===== config.mk =====
export PLATFORM = sky130hd
export DESIGN_NAME = playback_sequencer
export DESIGN_NICKNAME = d
export VERILOG_FILES = /design/src/rtl/playback_sequencer_pkg.sv /design/src/rtl/playback_sequencer_tone_gen.sv /design/src/rtl/playback_sequencer.sv
export SDC_FILE = /design/constraint.sdc
export NUM_CORES = 1
export LEC_CHECK = 0
export BUFFER_PORTS_ARGS = -buffer_cell sky130_fd_sc_hd__buf_2
export CORE_MARGIN = 2
export CORE_UTILIZATION = 50
export CTS_CLUSTER_DIAMETER = 120
export DETAILED_ROUTE_END_ITERATION = 16
export GPL_TIMING_DRIVEN = 0
export PLACE_DENSITY = 0.68
export SLEW_MARGIN = 20
export SYNTH_ARGS = -nofsm -noshare
export SYNTH_HDL_FRONTEND = slang
export SYNTH_SLANG_ARGS = --single-unit

===== constraint.sdc =====
create_clock -name clk -period 7.45 [get_ports clk]
set_clock_uncertainty 0.15 [all_clocks]
set_input_delay 0.745 -clock clk [delete_from_list [all_inputs] [get_ports clk]]
set_output_delay 0.745 -clock clk [all_outputs]
set_load 0.01 [all_outputs]

===== src/rtl/playback_sequencer_pkg.sv =====
// Shared definitions for the note-memory playback path: slot geometry, widths,
// default tempo and the sequencer state encoding.
package playback_sequencer_pkg;

  localparam int unsigned SlotCount = 16;
  localparam int unsigned SlotW     = $clog2(SlotCount);
  localparam int unsigned CountW    = SlotW + 1;
  localparam int unsigned FreqW     = 32;

  localparam int unsigned DefNoteCycles = 25_000_000;
  localparam int unsigned DefGapCycles  = 2_500_000;
  localparam int unsigned DefReadLat    = 2;
  localparam int unsigned DefStartAddr  = 1;

  typedef enum logic [2:0] {
    StIdle,
    StFetch,
    StPlay,
    StGap,
    StDone
  } state_e;

endpackage


===== src/rtl/playback_sequencer_tone_gen.sv =====
// Square-wave generator: toggles wave_o every half_period_i cycles while enabled.
// Dropping en_i clears the counter, so every enable starts low with a full half-period.
module playback_sequencer_tone_gen
  import playback_sequencer_pkg::*;
(
  input  logic             clk,
  input  logic             reset,
  input  logic             en_i,
  input  logic [FreqW-1:0] half_period_i,
  output logic             wave_o
);

  logic [FreqW-1:0] cnt_q;
  logic             wave_q;

  always_ff @(posedge clk) begin
    // A zero half-period is a rest: hold the output low.
    if (!reset || !en_i || half_period_i == '0) begin
      cnt_q  <= '0;
      wave_q <= 1'b0;
    end else if (cnt_q == half_period_i - FreqW'(1)) begin
      cnt_q  <= '0;
      wave_q <= ~wave_q;
    end else begin
      cnt_q <= cnt_q + FreqW'(1);
    end
  end

  assign wave_o = wave_q;

endmodule


===== src/rtl/playback_sequencer.sv =====
// Read side of the note memory: walks stored slots, fetches each frequency,
// plays it for a fixed duration, inserts a silent gap and advances.
module playback_sequencer
  import playback_sequencer_pkg::*;
#(
  parameter int unsigned NoteCycles = DefNoteCycles,
  parameter int unsigned GapCycles  = DefGapCycles,
  parameter int unsigned ReadLat    = DefReadLat,
  parameter int unsigned StartAddr  = DefStartAddr
) (
  input  logic              clk,
  input  logic              reset,
  input  logic              start_i,
  input  logic              stop_i,
  input  logic              loop_en_i,
  input  logic [CountW-1:0] num_notes_i,
  input  logic [FreqW-1:0]  freq_in_i,
  output logic [SlotW-1:0]  note_counter_o,
  output logic              ld_play_o,
  output logic              audio_out_o,
  output logic              busy_o,
  output logic              done_o
);

  localparam logic [SlotW-1:0] StartSlot = SlotW'(StartAddr);
  localparam logic [31:0]      LatLast   = 32'(ReadLat);
  localparam logic [31:0]      NoteLast  = 32'(NoteCycles - 1);
  localparam logic [31:0]      GapLast   = 32'(GapCycles - 1);
  localparam bit               SkipGap   = (GapCycles == 0);

  state_e             state_q;
  logic [31:0]        dur_q;
  logic [FreqW-1:0]   freq_q;
  logic [CountW-1:0]  remaining_q;
  logic [CountW-1:0]  count_q;
  logic [SlotW-1:0]   slot_q;
  logic               busy_q;
  logic               done_q;
  logic               wave;
  logic               note_end;
  logic               advance;
  logic [CountW-1:0]  rem_dec;

  assign note_end = (state_q == StPlay) && (dur_q == NoteLast);
  assign advance  = (note_end && SkipGap) || ((state_q == StGap) && (dur_q == GapLast));
  assign rem_dec  = remaining_q - CountW'(1);

  always_ff @(posedge clk) begin
    if (!reset) begin
      state_q     <= StIdle;
      dur_q       <= '0;
      freq_q      <= '0;
      remaining_q <= '0;
      count_q     <= '0;
      slot_q      <= StartSlot;
      busy_q      <= 1'b0;
      done_q      <= 1'b0;
    end else if (stop_i && state_q != StIdle) begin
      state_q <= StIdle;
      dur_q   <= '0;
      busy_q  <= 1'b0;
      done_q  <= 1'b0;
    end else begin
      unique case (state_q)
        StIdle: begin
          if (start_i && !stop_i) begin
            busy_q <= 1'b1;
            dur_q  <= '0;
            if (num_notes_i == '0) begin
              state_q <= StDone;
              done_q  <= 1'b1;
            end else begin
              state_q     <= StFetch;
              remaining_q <= num_notes_i;
              count_q     <= num_notes_i;
              slot_q      <= StartSlot;
            end
          end
        end
        // Hold for the address register plus RAM latency, then take the frequency.
        StFetch: begin
          if (dur_q == LatLast) begin
            freq_q  <= freq_in_i;
            dur_q   <= '0;
            state_q <= StPlay;
          end else begin
            dur_q <= dur_q + 32'd1;
          end
        end
        StPlay, StGap: begin
          if (advance) begin
            dur_q <= '0;
            if (rem_dec != '0) begin
              remaining_q <= rem_dec;
              slot_q      <= slot_q + SlotW'(1);
              state_q     <= StFetch;
            end else if (loop_en_i) begin
              remaining_q <= count_q;
              slot_q      <= StartSlot;
              state_q     <= StFetch;
            end else begin
              remaining_q <= rem_dec;
              state_q     <= StDone;
              done_q      <= 1'b1;
            end
          end else if (note_end) begin
            dur_q   <= '0;
            state_q <= StGap;
          end else begin
            dur_q <= dur_q + 32'd1;
          end
        end
        StDone: begin
          state_q <= StIdle;
          busy_q  <= 1'b0;
          done_q  <= 1'b0;
        end
        default: state_q <= StIdle;
      endcase
    end
  end

  playback_sequencer_tone_gen u_tone_gen (
    .clk          (clk),
    .reset        (reset),
    .en_i         (state_q == StPlay),
    .half_period_i(freq_q),
    .wave_o       (wave)
  );

  // The tone may toggle on the final PLAY edge; gating keeps the gap silent.
  assign audio_out_o    = wave & (state_q == StPlay);
  assign note_counter_o = slot_q;
  assign ld_play_o      = busy_q;
  assign busy_o         = busy_q;
  assign done_o         = done_q;

endmodule


==> run summary <==
The flow ran to the end, and the final reports show no timing, DRC or antenna violations. The count of buffers from port buffering is 49, and the total power divided by cell area is 214 mW/mm2. The layout-stage area growth over the synthesis result was 17.3%; the number of antenna diodes was 0.

The worst hold path terminates at count_q[4]. For this run, design rule violations remaining after detail routing come to 0. The die is 118 um tall. Count of H-tree levels built during CTS: 4. Counting I/O delays and the setup requirement, the final critical path takes 3770 ps. In this run, the number of DRC markers left after iteration 0 of detailed routing was 529. The final route contains 5871 vias. The half-perimeter wire length after placement is 11900 um. Number of setup violations in the final report: 0.

The startpoint of the lowest-slack hold path was count_q[4]. The tools report the via count of the first global-routing pass as 5695. Final sum of negative setup slack: 0 ps. The worst flop-to-flop path endpoint is u_tone_gen.cnt_q[25]. Setup repair after global routing left no endpoint under its margin. After clock tree synthesis, the repair step resized 0 gates.

In this run the horizontal extent of the chip is 118 um. The worst path uses 50.6% of the clock period. The proportion of netlist area held by the largest area contributor came out at 35.8%. Gate count of the mapped netlist: 772.

Kind of critical path: reg2reg. Measured against its own limit, the worst slew margin works out to 35.4%. In this run the core area contains 41 standard-cell rows.

Worst hold path class: reg2reg. The congestion estimate from routability-driven global placement came to 0.907. STA puts the critical path data required time at 7580 ps. The number of search-and-repair iterations in the first detailed-routing pass is 5. The total overflow left after global routing is 0. Averaged over all synthesized cells, the footprint is 8.40 um2.

The clock sink count was 116. For this run, the leading register cell type out of synthesis is dfxtp_1. The cell count of the worst hold path is 2. Leaving out fill and tap cells, the most frequent cells in the layout are dfxtp_1 (116), nor2_1 (74), xor2_1 (57).

Commonest non-fill, non-tap cell in the layout: dfxtp_1. Tracing the worst setup path back leads to its startpoint at freq_q[0]. The run gives 0.00163 W as the power after layout.

The floorplan step defined a die boundary enclosing 0.0139 mm2. The startpoint kind of the worst setup timing path was a register. The top fanout value on the critical path works out to 10. Yosys mapped the design onto 66 distinct sky130hd cell types. The tools report the initial antenna violation count as 0.

For the data arrival time of the critical path, the log shows 3900 ps. The tools report the final number of hold-violating endpoints as 0. The starting density of the core came out at 51.4%. The tools report the number of hold buffers added after CTS as 0. The top cell type by total area after synthesis is dfxtp_1. The worst setup path is captured at a register. In the final layout, the share of cells above drive strength 1 is 12.9%. Counting cells, the worst reg-to-reg path comes to 12. During synthesis, Yosys emitted a total of 0 warnings. Once the clock tree was built, the setup fixing pass inserted 0 buffers.

Dividing the detail-routed via count by the number of cells gives 5.73. The synthesized cell area came out at 0.00648 mm2. Ranked by total cell area, the synthesized netlist is headed by dfxtp_1 (36%), xor2_1 (7.7%), mux2i_1 (5.3%).

The all-layer global routing usage was 24.6%. The placed instance count came out at 993. The sequential element share of the synthesized area was 35.8%. Worst IR drop on VDD: 0.192 mV. The share of flip-flops with an asynchronous set or reset was 0%. Max-cap violations in this run came to 0. The tree is rooted in a clkbuf_16. In this run the register-to-register setup slack is 3680 ps. The first global-routing pass estimated 27700 um of wire. In this run the standard cell core region covers 0.0126 mm2.

The number of buffers inserted during clock tree synthesis was 17; the count of antenna-violating nets left after detailed routing was 0. The clock reaches the later pin of the worst-skew pair after 430 ps. When the netlist entered floorplanning its net count stood at 821.

The leakage component of the power is 3.09 nW. The transition time of the tightest slew-check pin was 944 ps. Clock-pin slew was measured on the worst setup and hold paths at 50 ps.

The number of nets in the final layout was 889. The largest net degree at the start of global routing is 17, and the number of enable-type register cells in the synthesized netlist is 0. In this run the critical register-to-register path is launched from freq_q[0]. The count of final max-slew check failures was 0.

TritonCTS built the clock tree. Cells fill 60.2% of the core in the end. The total I/O pin count was 50; the count of placed standard cells in the final layout, fillers left out was 1025. Maximum buffer depth of the clock tree: 2. Counting flops and latches in the post-synthesis netlist gives 116. Based on the critical path, the design can be clocked at up to 265 MHz. After detailed routing, the average wire length per cell comes to 15.9 um. For this block, the routed nets add up to 16300 um of wire.
[layout make-up]
class | instances | area (um2)
clock inverters | 10 | 175
inverters | 14 | 52.6
plain buffers | 36 | 145
flip-flops and latches | 116 | 2320
clock buffers | 22 | 484
repair buffers | 49 | 245
multi-input cells | 606 | 3960
fillers | 1164 | 5020
well taps | 172 | 215
[state kept, by name, indices dropped and copies added (netlist names)]
register / count
note_counter_o: 4
u_tone_gen.wave_o: 1
remaining_q: 5
state_q: 3
u_tone_gen.cnt_q: 32
freq_q: 32
done_o: 1
count_q: 5
dur_q: 32
busy_o: 1
[report_power, final]
| part | leakage, nW | internal (W) | switching [W] | total (W) |
|---|---|---|---|---|
| sequential | 0.936 | 0.000627 | 0.00000646 | 0.000633 |
| clock | 0.330 | 0.000625 | 0.000282 | 0.000907 |
| combinational | 1.83 | 0.0000349 | 0.0000515 | 0.0000864 |
[cells by family (layout without fill, tap and decap cells)]
group	after synthesis	in the layout	share of synthesized area, %
compound gates	101	101	10.9
xor+xnor	91	91	12.3
fa+ha+maj	7	7	1.35
buf+inv	50	131	3.05
flops	116	116	35.8
mux	36	36	5.60
simple gates	371	371	31.0
[worst max-delay path by stage]
stage / endpoint / cells after the start
after global placement: dur_q[2] / 10
after CTS: dur_q[22] / 10
after global routing: u_tone_gen.cnt_q[20] / 12
after detailed placement: u_tone_gen.cnt_q[25] / 12
final: u_tone_gen.cnt_q[25] / 12
after floorplan: u_tone_gen.cnt_q[10] / 12
[through the flow]
| stage | area, um2 | setup WS [ps] | hold slack (ps) |
|---|---|---|---|
| global placement | 6940 | 3900 | 309 |
| global route | 7600 | 3310 | 357 |
| finish | 7600 | 3680 | 318 |
| floorplan | 6480 | 4350 | 294 |
| detailed placement | 6940 | 3740 | 312 |
| CTS | 7600 | 3730 | 321 |
[metal layers]
| metal | share of wire (%) | GRT usage [%] | vias up |
|---|---|---|---|
| li1 | - | - | 2911 |
| met3 | 4.5 | 6.10 | 37 |
| met2 | 46 | 38.9 | 151 |
| met5 | 0 | 0 | - |
| met4 | 1.9 | 8.36 | 0 |
| met1 | 47 | 32.8 | 2772 |
[Yosys cell counts, drive strengths merged, types with 10 or more instances]
cell type and instances:
a21oi 20, and3 13, clkbuf 28, dfxtp 116, inv 14, mux2i 34
nand2 52, nand3 36, nand4 17, nor2 74, nor2b 42, nor3 58
nor4 20, o21ai 18, or4 10, xnor2 34, xor2 57
[critical path: stages, from the launching register on]
cell      delay (ps)
dfxtp_1          370
inv_1             80
ha_1             240
or4b_1           450
clkbuf_1         240
nor4_1           410
nand4_1          170
a221oi_1         380
nor4bb_1         290
nand4_1          200
nor3_2           270
buf_2            300
nor3_1            90
Power figures use the tool's default switching activity.
